**src/rtl/tiny16_pkg.sv**
```systemverilog
// tiny16_pkg: constants shared by the tiny16 bus fabric and its users.
//   WIDTH_DEFAULT : default bus data width
//   SRC_*         : source index assignment on the fabric
package tiny16_pkg;

  localparam int unsigned WIDTH_DEFAULT = 16;

  localparam int unsigned SRC_MEM  = 0;
  localparam int unsigned SRC_REG  = 1;
  localparam int unsigned SRC_ALU  = 2;
  localparam int unsigned SRC_CTRL = 3;

endpackage

```
**src/rtl/rr_arbiter.sv**
```systemverilog
// rr_arbiter: combinational round-robin arbiter with an external keep override.
//   req    : per-source request
//   last   : most recent owner; search starts at last+1 with wrap-around
//   keep   : current owner (== last) keeps the bus this cycle
//   winner : selected source index
//   any    : a source was selected
module rr_arbiter #(
  parameter int unsigned NUM_SRC = 4,
  parameter int unsigned OW      = 2
) (
  input  logic [NUM_SRC-1:0] req,
  input  logic [OW-1:0]      last,
  input  logic               keep,
  output logic [OW-1:0]      winner,
  output logic               any
);

  int unsigned idx;
  logic [OW-1:0] sel;

  // First requester strictly after last, visiting last itself at the end
  always_comb begin
    winner = last;
    any    = 1'b0;
    idx    = 0;
    sel    = '0;
    if (keep) begin
      any = 1'b1;
    end else begin
      for (int unsigned k = 1; k <= NUM_SRC; k++) begin
        idx = (32'(last) + k) % NUM_SRC;
        sel = OW'(idx);
        if (!any && req[sel]) begin
          any    = 1'b1;
          winner = sel;
        end
      end
    end
  end

endmodule

```
**src/rtl/bus_fabric.sv**
```systemverilog
// bus_fabric: registered, round-robin arbitrated bus multiplexer with bounded lock.
//   clk, rst   : clock, asynchronous active-low reset
//   req, lock  : per-source request / keep-ownership request
//   src_data   : source i at [i*WIDTH +: WIDTH]
//   gnt, owner : registered one-hot grant and owner index
//   bus        : registered bus value (holds while idle)
//   bus_valid  : bus carries data granted this cycle
//   xfer_cnt, stall_cnt : saturating monitor counters, only with BUS_MONITOR_EN
module bus_fabric
  import tiny16_pkg::*;
#(
  parameter int unsigned WIDTH     = WIDTH_DEFAULT,
  parameter int unsigned NUM_SRC   = 4,
  parameter int unsigned MAX_LOCK  = 8,
  parameter int unsigned CNT_WIDTH = 16
) (
  input  logic                       clk,
  input  logic                       rst,
  input  logic [NUM_SRC-1:0]         req,
  input  logic [NUM_SRC-1:0]         lock,
  input  logic [NUM_SRC*WIDTH-1:0]   src_data,
  output logic [NUM_SRC-1:0]         gnt,
  output logic [$clog2(NUM_SRC)-1:0] owner,
  output logic [WIDTH-1:0]           bus,
  output logic                       bus_valid
`ifdef BUS_MONITOR_EN
  ,
  output logic [CNT_WIDTH-1:0]       xfer_cnt,
  output logic [CNT_WIDTH-1:0]       stall_cnt
`endif
);

  localparam int unsigned OW = $clog2(NUM_SRC);
  localparam int unsigned LW = $clog2(MAX_LOCK + 1);

  if (WIDTH < 8 || NUM_SRC < 2 || NUM_SRC > 8 || MAX_LOCK < 1 || CNT_WIDTH < 1) begin : g_bad_param
    $error("bus_fabric: parameter out of range");
  end

  logic [OW-1:0]      last;
  logic [LW-1:0]      lock_cnt;
  logic               keep_c;
  logic [OW-1:0]      winner_c;
  logic               any_c;
  logic [NUM_SRC-1:0] gnt_c;
  logic [WIDTH-1:0]   src_arr [NUM_SRC];

  for (genvar i = 0; i < NUM_SRC; i++) begin : g_src
    assign src_arr[i] = src_data[i*WIDTH +: WIDTH];
  end

  // Keep only while a grant is live, so a stale owner after idle/reset cannot lock
  assign keep_c = bus_valid && req[owner] && lock[owner] && (lock_cnt < LW'(MAX_LOCK));

  rr_arbiter #(.NUM_SRC(NUM_SRC), .OW(OW)) u_arb (
    .req    (req),
    .last   (last),
    .keep   (keep_c),
    .winner (winner_c),
    .any    (any_c)
  );

  assign gnt_c = any_c ? (NUM_SRC'(1) << winner_c) : '0;

  // Grant, data and lock-count registers
  always_ff @(posedge clk or negedge rst) begin
    if (!rst) begin
      gnt       <= '0;
      owner     <= '0;
      bus       <= '0;
      bus_valid <= 1'b0;
      last      <= OW'(NUM_SRC - 1);
      lock_cnt  <= '0;
    end else if (any_c) begin
      gnt       <= gnt_c;
      owner     <= winner_c;
      bus       <= src_arr[winner_c];
      bus_valid <= 1'b1;
      last      <= winner_c;
      lock_cnt  <= keep_c ? lock_cnt + LW'(1) : LW'(1);
    end else begin
      gnt       <= '0;
      bus_valid <= 1'b0;
      lock_cnt  <= '0;
    end
  end

`ifdef BUS_MONITOR_EN
  // Saturating transfer / stall counters
  always_ff @(posedge clk or negedge rst) begin
    if (!rst) begin
      xfer_cnt  <= '0;
      stall_cnt <= '0;
    end else begin
      if (any_c && xfer_cnt != '1)
        xfer_cnt <= xfer_cnt + CNT_WIDTH'(1);
      if (|(req & ~gnt_c) && stall_cnt != '1)
        stall_cnt <= stall_cnt + CNT_WIDTH'(1);
    end
  end
`endif

endmodule
```
**config.mk**
```make
export PLATFORM = sky130hd
export DESIGN_NAME = bus_fabric
export DESIGN_NICKNAME = d
export VERILOG_FILES = /design/src/rtl/tiny16_pkg.sv /design/src/rtl/rr_arbiter.sv /design/src/rtl/bus_fabric.sv
export SDC_FILE = /design/constraint.sdc
export NUM_CORES = 1
export LEC_CHECK = 0
export BUFFER_PORTS_ARGS = -buffer_cell sky130_fd_sc_hd__buf_2
export CORE_MARGIN = 2
export CORE_UTILIZATION = 35
export CTS_CLUSTER_DIAMETER = 150
export DETAILED_ROUTE_END_ITERATION = 8
export SLEW_MARGIN = 20
export SYNTH_ARGS = -nofsm -noshare
export SYNTH_HDL_FRONTEND = slang
export SYNTH_SLANG_ARGS = --single-unit
```
**constraint.sdc**
```tcl
create_clock -name clk -period 2.7 [get_ports clk]
set_input_delay 0.135 -clock clk [delete_from_list [all_inputs] [get_ports clk]]
set_output_delay 0.135 -clock clk [all_outputs]
set_load 0.02 [all_outputs]
```
After elaboration in Yosys (flattened, before gate mapping)
Index checks and enable logic that the tools add are counted.

storage, ports and cells
  register bits after elaboration = 29
  input port bits = 74

operators by class
  add/subtract/negate cells = 5
  magnitude comparators = 7
  shift operators = 1
  muxes and demuxes = 32
  bitwise logic cells = 1
  reductions and logical operators = 9

operator list
  operator                                                               count
  16-bit binary-select mux with 2-bit select                             1
  16-bit 2-to-1 mux                                                      2
  2-bit by 3-bit < comparator with 1-bit output (second input constant)  5
  1-bit 2-to-1 mux                                                       15
  1-bit binary-select mux with 2-bit select                              6
  4-bit 2-to-1 mux                                                       3
  2-bit 2-to-1 mux                                                       5
  1-bit logical AND                                                      6
  2-bit by 1-bit adder with 2-bit output (second input constant)         2
  2-bit adder (second input constant)                                    2
  4-bit by 1-bit adder with 4-bit output (second input constant)         1
  4-bit < comparator (second input constant)                             1
  1-bit by 2-bit << shifter with 4-bit output (first input constant)     1
  3-bit greater-or-equal comparator (second input constant)              1
  1-bit logical NOT                                                      3
  2-bit inverter with 3-bit output                                       1

Depth between registers and ports, before layout
  depth after elaboration = 22
  mapped depth = 11
  depth with buffers taken out = 9

Cells and area by module
Synthesis repeated with hierarchy kept, for this count alone.

unflattened totals
  cell total of the unflattened synthesis = 134
  area total of the unflattened synthesis = 1809.2 um2

modules (own cells, without submodules)
  module      times used  cells an instance  area an instance (um2)
  bus_fabric  1           97                 1544.0
  rr_arbiter  1           37                 265.3

Worst setup path after synthesis
Ideal clock, no wire load.

  path type = flip-flop to flip-flop
  start = register last[0]
  end = register bus[13]
  library setup time = 0.087 ns
  data arrival time = 2.171 ns
  data required time = 2.613 ns
  setup slack = 0.443 ns
  stages on the path, launching flop included = 11
  path through = dfstp_2 -> buf_2 -> nor3b_1 -> o211ai_1 -> o21ai_2 -> or3b_1 -> and2_1 -> buf_6 -> clkinv_2 -> mux2_2 -> a211oi_2

between the ends
  longest elaborated chain between the ends = 21

ends and longest elaborated chain
  element                                                 line              source
  start, declared                                         bus_fabric.sv:40  logic [OW-1:0] last;
  start signal, assigned                                  bus_fabric.sv:72  last <= OW'(NUM_SRC - 1);
  start signal, assigned                                  bus_fabric.sv:79  last <= winner_c;
  2-bit by 1-bit adder with 2-bit output                  rr_arbiter.sv:31  idx = (32'(last) + k) % NUM_SRC;
  1-bit binary-select mux with 2-bit select               rr_arbiter.sv:33  if (!any && req[sel]) begin
  1-bit 2-to-1 mux (not written as such)                  rr_arbiter.sv:33
  1-bit 2-to-1 mux                                        rr_arbiter.sv:33
  1-bit 2-to-1 mux                                        rr_arbiter.sv:27  if (keep) begin
  1-bit logical NOT                                       rr_arbiter.sv:33
  1-bit logical AND                                       rr_arbiter.sv:33
  1-bit 2-to-1 mux                                        rr_arbiter.sv:33
  [4 not listed]                                          --
  1-bit 2-to-1 mux                                        rr_arbiter.sv:27
  1-bit logical NOT                                       rr_arbiter.sv:33
  1-bit logical AND                                       rr_arbiter.sv:33
  2-bit 2-to-1 mux                                        rr_arbiter.sv:33
  2-bit 2-to-1 mux                                        rr_arbiter.sv:27
  2-bit inverter with 3-bit output (not written as such)  bus_fabric.sv:77  bus <= src_arr[winner_c];
  16-bit binary-select mux with 2-bit select              bus_fabric.sv:77
  16-bit 2-to-1 mux (not written as such) (2 in a row)    bus_fabric.sv:77
  end signal, assigned                                    bus_fabric.sv:77
  end, declared                                           bus_fabric.sv:24  output logic [WIDTH-1:0] bus,

Several ways; a longest one is shown, not always the timed one. The select of a mux whose other input is x is not followed.
A chain may end at the register's enable or synchronous reset.

Worst setup path after layout
  start = register lock_cnt[3]
  end = register bus[1]

between the ends
  longest elaborated chain between the ends = 7

ends and longest elaborated chain
  element                                                 line              source
  start, declared                                         bus_fabric.sv:41  logic [LW-1:0] lock_cnt;
  start signal, assigned                                  bus_fabric.sv:80  lock_cnt <= keep_c ? lock_cnt + LW'(1) : LW'(1);
  4-bit < comparator (*)                                  bus_fabric.sv:53  assign keep_c = bus_valid && req[owner] && lock[owner] && (lock_cnt < LW'(MAX_LOCK));
  1-bit logical AND (*)                                   bus_fabric.sv:53
  2-bit 2-to-1 mux                                        rr_arbiter.sv:27
  2-bit inverter with 3-bit output (not written as such)  bus_fabric.sv:77
  16-bit binary-select mux with 2-bit select              bus_fabric.sv:77
  16-bit 2-to-1 mux (not written as such) (2 in a row)    bus_fabric.sv:77

Every way passes the cells marked *; elsewhere a longest branch is shown, timed or not. The select of a mux whose other input is x is not followed.

==> impl_metrics.tcl <==
set metrics [dict create \
    result_of_the_run "finished clean" \
    numCtsBuffers 5 \
    arrival_ps 2550 \
    grt_pass1_vias 1805 \
    crit_path_max_fanout 32 \
    gp_routability_congestion 0.777 \
    post-dp-hpwl_mm 3.63 \
    rsz0062_at_grt "no" \
    worst_hold_path.num_cells 3 \
    area_growth_pct 30.9 \
    post-route-util_pct 46.7 \
    critical_path.max_stage_delay_ps 390 \
    gr-max-usage-layer "met2" \
    power.ir.vdd_worst_v 0.000613 \
    dieHeight_microns 78.5 \
    cap_violations 0 \
    cp_cell_sequence "nand2b_1 -> a311oi_2 -> and2_4 -> nor3_4 -> nor2_8 -> inv_4 -> and2_0 -> a2111oi_0 -> a211oi_1" \
    io-pin-count 97 \
    max_slew_margin_pct 50.9 \
    final-hold-violation-count 0 \
    worst_clock_skew_ps 5.81 \
    clock_sink_count 29 \
    grtUsageMet2_pct 28.4 \
    placement_rows 27 \
    timing.hold.worst.start "src_data[10]" \
    slew_violations 0 \
    initial_core_util_pct 35.7 \
    die_w_microns 78.5 \
    yosysWarningCount 0 \
    netlist_instances 190 \
    grt_util_met1_pct 22.1 \
    r2r.worst_path.cells 9 \
    drt_first_iter_violations 48 \
    synth_top_area_share_pct 34.8 \
    layout_worst_path_cycle_share_pct 90.2 \
    clk_path_buf_depth 2 \
    design.final.nets 357 \
    avgViaCountPerCell 5.01 \
    grt_util_met3_pct 5.29 \
    final_critical_delay_including_setup_and_external_delays_ps 2440 \
    grt_antenna_before_repair 0 \
    postSynthAreaPerCell_sq_um 10.2 \
    tritoncts_clock_tree "built" \
    worst_setup_path_end_kind "flop" \
    floorplan.core_area_sq_um 5440 \
    power.static_leakage_nw 1.19 \
    synth_top_flop_cell "dfrtp_1" \
    startpoint "lock_cnt[3]$_DFF_PN0_" \
    cp_slowest_cell "a311oi_2" \
    detail_route.first_pass.iterations 4 \
    antenna_violating_nets_post_route 0 \
    place.port_buffers 96 \
    htree_num_levels 2 \
    most-common-layout-cells "buf_2 (96), dfrtp_1 (27), nor2_1 (22)" \
    synth-async-reset-ratio_pct 100 \
    synth_area_leaders "dfrtp_1 (35%), mux2i_1 (7.7%), a211oi_1 (5.4%)" \
    global_route.usage.total_pct 17.1 \
    syn-num-nets 265 \
    worst_r2r_startpoint "lock_cnt[3]$_DFF_PN0_" \
    number_of_vias_after_detailed_routing 1777 \
    place_inst 346 \
    layout.cells.most_common "buf_2" \
    yosys_register_bits 29 \
    required_ps 2820 \
    fmax_ghz 0.411 \
    power_per_cell_area_nw_per_um2 1220 \
    worst_pin_slew_ps 737 \
    setup_total_negative_slack_ps 0 \
    clkLatencyLatePin_ps 270 \
    drcViolationCount 0 \
    setup-violations-final 0 \
    fin_cells 355 \
    cts_setup_buffers 0 \
    ys_seq_area_share_pct 37.5 \
    worstSetupPathType "reg -> reg" \
    post_synth_instance_area_sq_um 1940 \
    synth_top_area_cell "dfrtp_1" \
    floorplan.die_area_sq_um 6160 \
    post_drt_wl_per_cell_microns 14.0 \
    number_of_flops_mapped_to_enable_cells_by_yosys 0 \
    clk_transition_reported_paths_ps 60 \
    num_antenna_cells 0 \
    globalRouteOverflowTotal 0 \
    grt_pass1_wl_mm 8.45 \
    drive_above_1_share_pct 46.3 \
    grt_start_max_net_pins 33 \
    worstSetupStartpointType "flop" \
    yosys.cell_types.count 54 \
    totalWireLength_mm 4.98 \
    cts_root_buffer "clkbuf_8" \
    holdCritPathClass "in -> reg" \
]
## registers in the layout, indices dropped and copies added, names as in the netlist
name	cells
bus_valid	1
bus	16
last	2
lock_cnt	4
gnt	4
owner	2
## Yosys cell counts, types with 2 or more instances
library cell	n
nand2_1	6
o21ai_0	3
a2111oi_2	3
a2111oi_0	4
and2_1	7
nand2b_1	4
buf_2	5
dfrtp_1	27
and2_0	7
a2111oi_4	2
and3_1	3
a21oi_1	5
mux2i_1	15
nand3_1	3
dfstp_2	2
nor3b_1	2
a211oi_2	4
buf_6	3
nor2_1	22
o211ai_1	2
a2111oi_1	5
a211oi_1	14
clkbuf_1	5
inv_1	5
nor3_1	3
## critical path, delay by kind of cell (launching register included)
kind	cells	cell delay (ps)
simple gates	5	880
flops	1	350
compound gates	3	870
buf+inv	1	170
## cells by family after synthesis
logic type | after synthesis | synth area share, %
AND/OR/NAND/NOR | 67 | 19.7
AO/OA/AOI/OAI | 53 | 25.7
flip-flops | 29 | 37.5
buffers and inverters | 23 | 7.74
multiplexers | 16 | 8.32
XOR/XNOR | 1 | 0.451
adder cells (fa/ha/maj) | 1 | 0.645
## repair_timing
item / 4_1_cts / 5_1_grt
gates resized for setup: 0 / 2
endpoints found under the hold margin: 27 / 0
hold buffers: 1 / 0
endpoints found under the setup margin: 0 / 2
## layer usage
layer,vias to the layer above,share of wire [%]
met4,0,0.80
met3,4,8.2
met5,-,0
met1,814,44
met2,71,47
li1,888,-
## path summary, 6_finish.rpt
path                                         endpoint  slack [ps]
worst max-delay path               bus[1]$_DFFE_PN0P_         260
worst min-delay path              bus[10]$_DFFE_PN0P_         190
worst max register to register     bus[1]$_DFFE_PN0P_         260
min in group asynchronous            gnt[0]$_DFF_PN0_         430
worst min register to register  lock_cnt[0]$_DFF_PN0_         480
max in group asynchronous       lock_cnt[0]$_DFF_PN0_        1830
## final cells by class
| class | instances | area, sq um |
|---|---|---|
| Fill cell | 539 | 2900 |
| Tap cell | 72 | 90.1 |
| Timing Repair Buffer | 101 | 520 |
| Inverter | 7 | 30.0 |
| Sequential cell | 29 | 728 |
| Clock inverter | 1 | 5.00 |
| Multi-Input combinational cell | 138 | 1070 |
| Clock buffer | 7 | 96.3 |
## report_power, final
group	internal (mW)	switching, mW
combinational	0.778	1.12
sequential	0.665	0.143
clock	0.230	0.162
total	1.67	1.43
## per-stage QoR
| step | area (sq um) | hold WS (ps) | setup WS (ps) | power (mW) |
|---|---|---|---|---|
| after global placement | 2430 | 212 | 320 | 2.70 |
| after floorplan | 1940 | -161 | 443 | 2.39 |
| after detailed placement | 2430 | 207 | 201 | 2.73 |
| final | 2540 | 192 | 264 | 3.10 |
| after CTS | 2540 | 186 | 205 | 3.14 |
| after global routing | 2540 | 200 | 11.6 | 3.37 |
Power figures use the tool's default switching activity.
